### config.mk
export PLATFORM = sky130hd
export DESIGN_NAME = control_sequencer_flat
export DESIGN_NICKNAME = d
export VERILOG_FILES = /design/src/rtl/ctrl_pkg.sv /design/src/rtl/control_sequencer_if.sv /design/src/rtl/ctrl_decode.sv /design/src/rtl/control_sequencer.sv /design/src/flat_wrapper.sv
export SDC_FILE = /design/constraint.sdc
export NUM_CORES = 1
export LEC_CHECK = 0
export CORE_ASPECT_RATIO = 1.4
export CORE_UTILIZATION = 29
export DETAILED_ROUTE_END_ITERATION = 12
export DONT_BUFFER_PORTS = 1
export HOLD_SLACK_MARGIN = 0.15
export PLACE_DENSITY_LB_ADDON = 0.25
export REMOVE_ABC_BUFFERS = 1
export SYNTH_ARGS = -nofsm -noshare
export SYNTH_HDL_FRONTEND = slang
export SYNTH_SLANG_ARGS = --single-unit
### constraint.sdc
create_clock -name clock_50 -period 4.1 [get_ports clock_50]
set_input_delay 0.615 -clock clock_50 [delete_from_list [all_inputs] [get_ports clock_50]]
set_output_delay 0.615 -clock clock_50 [all_outputs]
set_load 0.005 [all_outputs]
### src/rtl/ctrl_pkg.sv
// rtl/ctrl_pkg.sv - opcodes, ALU function codes, FSM states and IR field layout for the control sequencer
package ctrl_pkg;
    localparam logic [3:0] OP_NOP  = 4'h0;
    localparam logic [3:0] OP_ADD  = 4'h1;
    localparam logic [3:0] OP_SUB  = 4'h2;
    localparam logic [3:0] OP_AND  = 4'h3;
    localparam logic [3:0] OP_OR   = 4'h4;
    localparam logic [3:0] OP_XOR  = 4'h5;
    localparam logic [3:0] OP_NOT  = 4'h6;
    localparam logic [3:0] OP_SHL  = 4'h7;
    localparam logic [3:0] OP_SHR  = 4'h8;
    localparam logic [3:0] OP_ADDI = 4'h9;
    localparam logic [3:0] OP_LDI  = 4'hA;
    localparam logic [3:0] OP_LD   = 4'hB;
    localparam logic [3:0] OP_ST   = 4'hC;
    localparam logic [3:0] OP_BZ   = 4'hD;
    localparam logic [3:0] OP_JMP  = 4'hE;
    localparam logic [3:0] OP_HALT = 4'hF;

    localparam logic [4:0] FS_PASSA = 5'h00;
    localparam logic [4:0] FS_ADD   = 5'h01;
    localparam logic [4:0] FS_SUB   = 5'h02;
    localparam logic [4:0] FS_AND   = 5'h03;
    localparam logic [4:0] FS_OR    = 5'h04;
    localparam logic [4:0] FS_XOR   = 5'h05;
    localparam logic [4:0] FS_NOT   = 5'h06;
    localparam logic [4:0] FS_SHL   = 5'h07;
    localparam logic [4:0] FS_SHR   = 5'h08;
    localparam logic [4:0] FS_PASSB = 5'h09;
    // OR-ed into FS when the ALU B operand must come from k instead of the register file
    localparam logic [4:0] FS_KSEL  = 5'h10;

    localparam int IR_OP_LSB = 12;
    localparam int IR_DA_LSB = 9;
    localparam int IR_AA_LSB = 6;
    localparam int IR_BA_LSB = 3;
    localparam int IMM6_W    = 6;
    localparam int IMM9_W    = 9;

    typedef enum logic [2:0] {
        FETCH  = 3'd0,
        DECODE = 3'd1,
        EXEC   = 3'd2,
        MEM    = 3'd3,
        HALT   = 3'd4,
        WAIT   = 3'd5
    } state_t;
endpackage

### src/rtl/control_sequencer_if.sv
// rtl/control_sequencer_if.sv - control word, memory handshake and status bundle (STEP_EN adds step)
interface control_sequencer_if #(
    parameter int WIDTH = 16,
    parameter int PC_W  = 8
);
    logic [WIDTH-1:0] instr;
    logic             mem_ready;
    logic             zero;
    logic             Cout;
`ifdef STEP_EN
    logic             step;
`endif
    logic [PC_W-1:0]  pc;
    logic [2:0]       AA;
    logic [2:0]       BA;
    logic [2:0]       DA;
    logic [4:0]       FS;
    logic [WIDTH-1:0] k;
    logic             Cin;
    logic             WR;
    logic             MW;
    logic             MA;
    logic             MD;
    logic             IR_L;
    logic             PS;
    logic             halted;
    logic             zflag;
    logic             cflag;

    modport master (
        input  instr, mem_ready, zero, Cout,
        output pc, AA, BA, DA, FS, k, Cin, WR, MW, MA, MD, IR_L, PS, halted, zflag, cflag
`ifdef STEP_EN
        , input step
`endif
    );

    modport slave (
        output instr, mem_ready, zero, Cout,
        input  pc, AA, BA, DA, FS, k, Cin, WR, MW, MA, MD, IR_L, PS, halted, zflag, cflag
`ifdef STEP_EN
        , output step
`endif
    );
endinterface

### src/rtl/ctrl_decode.sv
// rtl/ctrl_decode.sv - combinational opcode classification and ALU function select
module ctrl_decode
    import ctrl_pkg::*;
(
    input  logic [3:0] i_op,
    output logic [4:0] o_fs,
    output logic       o_cin,
    output logic       o_use_k,
    output logic       o_is_alu,
    output logic       o_is_mem,
    output logic       o_is_branch
);
    always_comb begin
        o_fs        = FS_PASSA;
        o_cin       = 1'b0;
        o_use_k     = 1'b0;
        o_is_alu    = 1'b0;
        o_is_mem    = 1'b0;
        o_is_branch = 1'b0;
        case (i_op)
            OP_ADD:  begin o_fs = FS_ADD; o_is_alu = 1'b1; end
            OP_SUB:  begin o_fs = FS_SUB; o_cin = 1'b1; o_is_alu = 1'b1; end
            OP_AND:  begin o_fs = FS_AND; o_is_alu = 1'b1; end
            OP_OR:   begin o_fs = FS_OR;  o_is_alu = 1'b1; end
            OP_XOR:  begin o_fs = FS_XOR; o_is_alu = 1'b1; end
            OP_NOT:  begin o_fs = FS_NOT; o_is_alu = 1'b1; end
            OP_SHL:  begin o_fs = FS_SHL; o_is_alu = 1'b1; end
            OP_SHR:  begin o_fs = FS_SHR; o_is_alu = 1'b1; end
            OP_ADDI: begin o_fs = FS_ADD;   o_use_k = 1'b1; o_is_alu = 1'b1; end
            OP_LDI:  begin o_fs = FS_PASSB; o_use_k = 1'b1; o_is_alu = 1'b1; end
            OP_LD, OP_ST:  o_is_mem = 1'b1;
            OP_BZ, OP_JMP: o_is_branch = 1'b1;
            default: ;
        endcase
    end
endmodule

### src/rtl/control_sequencer.sv
// rtl/control_sequencer.sv - multi-cycle FETCH/DECODE/EXEC/MEM sequencer holding PC, IR and Z/C flags
// STEP_EN: single-step mode, every return to FETCH parks in WAIT until step=1.
module control_sequencer
    import ctrl_pkg::*;
#(
    parameter int              WIDTH    = 16,
    parameter int              PC_W     = 8,
    parameter logic [PC_W-1:0] RESET_PC = '0
) (
    input  logic               clock_50,
    input  logic               clear,
    control_sequencer_if.master bus
);
`ifdef STEP_EN
    localparam state_t DONE_ST = WAIT;
`else
    localparam state_t DONE_ST = FETCH;
`endif

    state_t           r_state, w_next;
    logic [PC_W-1:0]  r_pc, w_pc_next;
    logic [WIDTH-1:0] r_ir;
    logic             r_zflag, r_cflag;
    logic             w_ir_load, w_flag_load;
    logic [3:0]       w_op;
    logic [WIDTH-1:0] w_k;
    logic [4:0]       w_fs;
    logic             w_cin, w_use_k, w_is_alu, w_is_mem, w_is_branch;

    assign w_op = r_ir[IR_OP_LSB +: 4];
    assign w_k  = (w_op == OP_JMP) ? {{(WIDTH-IMM9_W){r_ir[IMM9_W-1]}}, r_ir[IMM9_W-1:0]}
                                   : {{(WIDTH-IMM6_W){r_ir[IMM6_W-1]}}, r_ir[IMM6_W-1:0]};

    ctrl_decode u_decode (
        .i_op        (w_op),
        .o_fs        (w_fs),
        .o_cin       (w_cin),
        .o_use_k     (w_use_k),
        .o_is_alu    (w_is_alu),
        .o_is_mem    (w_is_mem),
        .o_is_branch (w_is_branch)
    );

    assign bus.pc    = r_pc;
    assign bus.DA    = r_ir[IR_DA_LSB +: 3];
    assign bus.AA    = r_ir[IR_AA_LSB +: 3];
    assign bus.BA    = r_ir[IR_BA_LSB +: 3];
    assign bus.k     = w_k;
    assign bus.FS    = w_fs | (w_use_k ? FS_KSEL : 5'h00);
    assign bus.Cin   = w_cin;
    assign bus.zflag = r_zflag;
    assign bus.cflag = r_cflag;

    always_ff @(posedge clock_50 or posedge clear) begin
        if (clear) begin
            r_state <= FETCH;
            r_pc    <= RESET_PC;
            r_ir    <= '0;
            r_zflag <= 1'b0;
            r_cflag <= 1'b0;
        end else begin
            r_state <= w_next;
            r_pc    <= w_pc_next;
            if (w_ir_load) r_ir <= bus.instr;
            if (w_flag_load) begin
                r_zflag <= bus.zero;
                r_cflag <= bus.Cout;
            end
        end
    end

    always_comb begin
        w_next      = r_state;
        w_pc_next   = r_pc;
        w_ir_load   = 1'b0;
        w_flag_load = 1'b0;
        bus.WR      = 1'b0;
        bus.MW      = 1'b0;
        bus.IR_L    = 1'b0;
        bus.PS      = 1'b0;
        bus.halted  = 1'b0;
        bus.MA      = 1'b1;
        bus.MD      = 1'b0;
        case (r_state)
            FETCH: begin
                bus.IR_L = bus.mem_ready;
                if (bus.mem_ready) begin
                    w_ir_load = 1'b1;
                    w_pc_next = r_pc + {{(PC_W-1){1'b0}}, 1'b1};
                    w_next    = DECODE;
                end
            end
            DECODE: begin
                if (w_op == OP_NOP)       w_next = DONE_ST;
                else if (w_op == OP_HALT) w_next = HALT;
                else                      w_next = EXEC;
            end
            EXEC: begin
                if (w_is_alu) begin
                    bus.WR      = 1'b1;
                    w_flag_load = 1'b1;
                    w_next      = DONE_ST;
                end else if (w_is_mem) begin
                    w_next = MEM;
                end else if (w_is_branch) begin
                    // pc already points past the branch, so the offset is relative to pc+1
                    if (w_op == OP_JMP || r_zflag) begin
                        bus.PS    = 1'b1;
                        w_pc_next = r_pc + w_k[PC_W-1:0];
                    end
                    w_next = DONE_ST;
                end else begin
                    w_next = DONE_ST;
                end
            end
            MEM: begin
                bus.MA = 1'b0;
                if (w_op == OP_LD) begin
                    bus.MD = 1'b1;
                    bus.WR = bus.mem_ready;
                end else begin
                    bus.MW = 1'b1;
                end
                if (bus.mem_ready) w_next = DONE_ST;
            end
            HALT: bus.halted = 1'b1;
            WAIT: begin
`ifdef STEP_EN
                if (bus.step) w_next = FETCH;
`else
                w_next = FETCH;
`endif
            end
            default: w_next = FETCH;
        endcase
        // clear kills enables combinationally so nothing partial escapes in the asserting cycle
        if (clear) begin
            bus.WR     = 1'b0;
            bus.MW     = 1'b0;
            bus.IR_L   = 1'b0;
            bus.PS     = 1'b0;
            bus.halted = 1'b0;
            bus.MA     = 1'b1;
        end
    end
endmodule
### src/flat_wrapper.sv
// flat-port wrapper written by rule: the top's interface ports become plain ports
module control_sequencer_flat import ctrl_pkg::*;
#(
    parameter int              WIDTH    = 16,
    parameter int              PC_W     = 8,
    parameter logic [PC_W-1:0] RESET_PC = '0
)
  (clock_50, clear, bus_instr, bus_mem_ready, bus_zero, bus_Cout, bus_pc, bus_AA, bus_BA, bus_DA, bus_FS, bus_k, bus_Cin, bus_WR, bus_MW, bus_MA, bus_MD, bus_IR_L, bus_PS, bus_halted, bus_zflag, bus_cflag);
  control_sequencer_if #(.WIDTH(WIDTH), .PC_W(PC_W)) bus_i ();
  input  logic clock_50;
  input  logic clear;
  input wire logic [$bits(bus_i.instr)-1:0] bus_instr;
  input wire logic [$bits(bus_i.mem_ready)-1:0] bus_mem_ready;
  input wire logic [$bits(bus_i.zero)-1:0] bus_zero;
  input wire logic [$bits(bus_i.Cout)-1:0] bus_Cout;
  output wire logic [$bits(bus_i.pc)-1:0] bus_pc;
  output wire logic [$bits(bus_i.AA)-1:0] bus_AA;
  output wire logic [$bits(bus_i.BA)-1:0] bus_BA;
  output wire logic [$bits(bus_i.DA)-1:0] bus_DA;
  output wire logic [$bits(bus_i.FS)-1:0] bus_FS;
  output wire logic [$bits(bus_i.k)-1:0] bus_k;
  output wire logic [$bits(bus_i.Cin)-1:0] bus_Cin;
  output wire logic [$bits(bus_i.WR)-1:0] bus_WR;
  output wire logic [$bits(bus_i.MW)-1:0] bus_MW;
  output wire logic [$bits(bus_i.MA)-1:0] bus_MA;
  output wire logic [$bits(bus_i.MD)-1:0] bus_MD;
  output wire logic [$bits(bus_i.IR_L)-1:0] bus_IR_L;
  output wire logic [$bits(bus_i.PS)-1:0] bus_PS;
  output wire logic [$bits(bus_i.halted)-1:0] bus_halted;
  output wire logic [$bits(bus_i.zflag)-1:0] bus_zflag;
  output wire logic [$bits(bus_i.cflag)-1:0] bus_cflag;
  assign bus_i.instr = bus_instr;
  assign bus_i.mem_ready = bus_mem_ready;
  assign bus_i.zero = bus_zero;
  assign bus_i.Cout = bus_Cout;
  assign bus_pc = bus_i.pc;
  assign bus_AA = bus_i.AA;
  assign bus_BA = bus_i.BA;
  assign bus_DA = bus_i.DA;
  assign bus_FS = bus_i.FS;
  assign bus_k = bus_i.k;
  assign bus_Cin = bus_i.Cin;
  assign bus_WR = bus_i.WR;
  assign bus_MW = bus_i.MW;
  assign bus_MA = bus_i.MA;
  assign bus_MD = bus_i.MD;
  assign bus_IR_L = bus_i.IR_L;
  assign bus_PS = bus_i.PS;
  assign bus_halted = bus_i.halted;
  assign bus_zflag = bus_i.zflag;
  assign bus_cflag = bus_i.cflag;
  control_sequencer #(.WIDTH(WIDTH), .PC_W(PC_W), .RESET_PC(RESET_PC)) u_core (.clock_50(clock_50), .clear(clear), .bus(bus_i));
endmodule
==> flow_metrics.tcl <==
set metrics [dict create \
    dr.pass1.iters 8 \
    grt_max_degree 19 \
    fillCellCount 691 \
    die-area_um2 6895 \
    cts_resized 0 \
    pwr-share-comb_pct 43.9 \
    cts_tree "done" \
    clock_path_buffers 2 \
    drcViolationCount 4 \
    grt_pass1_wl_um 6755 \
    final.period_utilization_pct 70.30 \
    drive_gt1_share_pct 19.77 \
    failed_checks "DRC" \
    synth_edf_count 0 \
    slowest_delay_ns 0.54 \
    slew_headroom_pct 49.05 \
    synth_area_leaders "dfrtp_1, mux2_2, buf_4, ha_1, nand2_1" \
    viasPerCell 4.980 \
    netlist_instances 195 \
    fin_crit_ns 2.882 \
    wl_per_cell_um 16.96 \
    multiInputGateArea_um2 944.7 \
    path_clk_slew_ns 0.07 \
    setup_viol 0 \
    startpoint_type "flip-flop" \
    antenna_found_initial 0 \
    cts_sinks 29 \
    cp_data_required_time_ns 4.26 \
    port_buffers 0 \
    postCtsHoldBufs 0 \
    ys_async_sr_fraction_pct 100.0 \
    place.gp.congestion 0.8231 \
    ys_warn_count 0 \
    worst_slack_ns 1.218 \
    crit_arrival_ns 3.04 \
    grtUsageTotal_pct 12.98 \
    clock-root-buffer "clkbuf_8" \
    yosysMostFrequentCell "dfrtp_1" \
    h-tree-depth 2 \
    crit_slowest_cell "dfrtp_1" \
    slew_viol_final 0 \
    clkPwrFrac_pct 15.6 \
    io_pins 69 \
    num_antenna_cells 0 \
    cellLeakagePower_uw 0.0007741 \
    crit_fanout 10 \
    finalHoldViolCount 0 \
    max_freq_ghz 0.3470 \
    worst_hold_path_type "in -> async" \
    endpoint_kind "flip-flop" \
    seq_area_frac_synth_pct 38.13 \
    yosys.cell_types.count 45 \
    ys.flop_type "dfrtp_1" \
    num_vias 1215 \
    synth-seq-cells 29 \
    r2r_slack_ns 1.22 \
    switchingPower_uw 694.0 \
    worst_pin_slew_ns 0.7610 \
    yosysTopAreaCellShare_pct 38.13 \
    preCtsSetupSlack_ns 1.209 \
    ir_worst_vdd_mv 0.3554 \
    fp.dieH_um 97.85 \
    postCtsSetupBuffers 0 \
    clk_latency_ns 0.29 \
    criticalPathCategory "reg -> reg" \
    syn_avg_cell_area_um2 9.759 \
    seq_area_um2 725.7 \
    rsz0062_at_grt "no" \
    internal_power_uw 855.1 \
    maxCapViolations 0 \
    start_util_pct 30.23 \
    seqPwrFrac_pct 40.5 \
    synth_area_um2 1903 \
    area_growth_pct -1.381 \
    num_rows 34 \
    fp.dieW_um 70.47 \
    reg2regPathDepth 9 \
    cts_inserted_buffers 5 \
    grt_overflow 0 \
    drt_wl_total_um 4138 \
    nets 200 \
    synth_area_leader_cell "dfrtp_1" \
    postRouteAntennaNets 0 \
    first_global_vias 1247 \
    core_area_um2 6296 \
    drtIter0Drc 49 \
    fin_skew_ns 0.003517 \
    status "complete, but fails checks" \
    crit_chain "or3b_1, or2_2, ha_1, fa_1, a211oi_1, o21bai_1, a21oi_1, xor2_1, o21ai_1" \
    place_hpwl_um 3218 \
    finalSetupTns_ns 0 \
    powerDensity_nw_per_um2 825.4 \
    synth_top_cells_by_count "dfrtp_1, buf_4, mux2_2" \
    swShare_pct 44.80 \
]
## cells in the final DEF, fill, tap and decap left out, drive strengths merged, types with 2 or more instances in the layout
master,instances
a211oi,3
a21o,2
a21oi,9
and2,6
buf,2
clkbuf,5
clkinv,2
dfrtp,29
ha,7
inv,4
mux2,18
nand2,17
nand2b,5
nand3,3
nand3b,4
nor2,13
nor2b,2
nor3,4
nor3b,2
o21ai,9
or2,2
xnor2,3
xor2,4
## metal layers
metal	share of wire, %	track usage, %	vias to the layer above
met1	40	14.51	573
met4	2.7	7.378	0
met3	5.7	3.509	8
met5	0	0	-
li1	-	-	595
met2	51	22.03	39
## path summary, 6_finish.rpt
kind	startpoint	end
worst max-delay path	u_core.r_state[1]$_DFFE_PP0P_	u_core.bus.pc[6]$_DFFE_PP0P_
worst min-delay path	clear	u_core.r_ir[5]$_DFFE_PP0P_
worst max register to register	u_core.r_state[1]$_DFFE_PP0P_	u_core.bus.pc[6]$_DFFE_PP0P_
worst min register to register	u_core.bus.cflag$_DFFE_PP0P_	u_core.bus.cflag$_DFFE_PP0P_
max in group asynchronous	clear	u_core.r_ir[9]$_DFFE_PP0P_
min in group clock_50	bus_mem_ready	u_core.r_state[0]$_DFFE_PP0P_
## layout make-up
class | instances | share of cell area, %
Clock buffer | 5 | 3.667
Clock inverter | 3 | 0.9333
Inverter | 4 | 0.8000
Multi-Input combinational cell | 129 | 50.33
Sequential cell | 29 | 38.67
Tap cell | 72 | 4.800
Timing Repair Buffer | 2 | 0.8000
## kinds of logic (layout without fill, tap and decap cells)
logic type	after synthesis	count (layout)	synth area share, %
xor+xnor	7	7	3.222
flops	29	29	38.13
simple gates	65	65	18.41
compound gates	30	30	10.72
mux	19	19	11.18
buf+inv	37	14	12.69
fa+ha+maj	8	8	5.654
## per-stage QoR
step | hold slack [ns] | util [%] | power, uW | std cells | instance area [um2]
after floorplan | 0.4889 | - | 1130 | 162 | 1677
after global placement | 0.5230 | 28.44 | 1317 | 236 | 1790
after detailed placement | 0.5267 | 28.44 | 1327 | 236 | 1790
after CTS | 0.2513 | 29.81 | 1577 | 244 | 1877
after global routing | 0.2773 | 29.81 | 1686 | 244 | 1877
final | 0.2290 | 29.81 | 1549 | 244 | 1877
## power by group through the flow
stage               Clock, uW  Sequential, uW  Combinational, uW
global placement            0             635                682
floorplan                   0             570                561
global route              266             658                762
finish                    242             627                680
detailed placement          0             640                688
CTS                       253             633                690
## worst max-delay path: cells and delay by family, from the launching register on
kind	cells	cell delay (ns)
AND/OR/NAND/NOR	2	0.84
adder cells (fa/ha/maj)	2	0.64
AO/OA/AOI/OAI	4	0.57
flip-flops	1	0.54
XOR/XNOR	1	0.16
## sequential cells by signal, indices dropped and copies added (netlist names)
register / count
u_core.bus.pc: 8
u_core.r_ir: 16
u_core.bus.cflag: 1
u_core.r_state: 3
u_core.bus.zflag: 1
(Power assumes the default switching activity.)
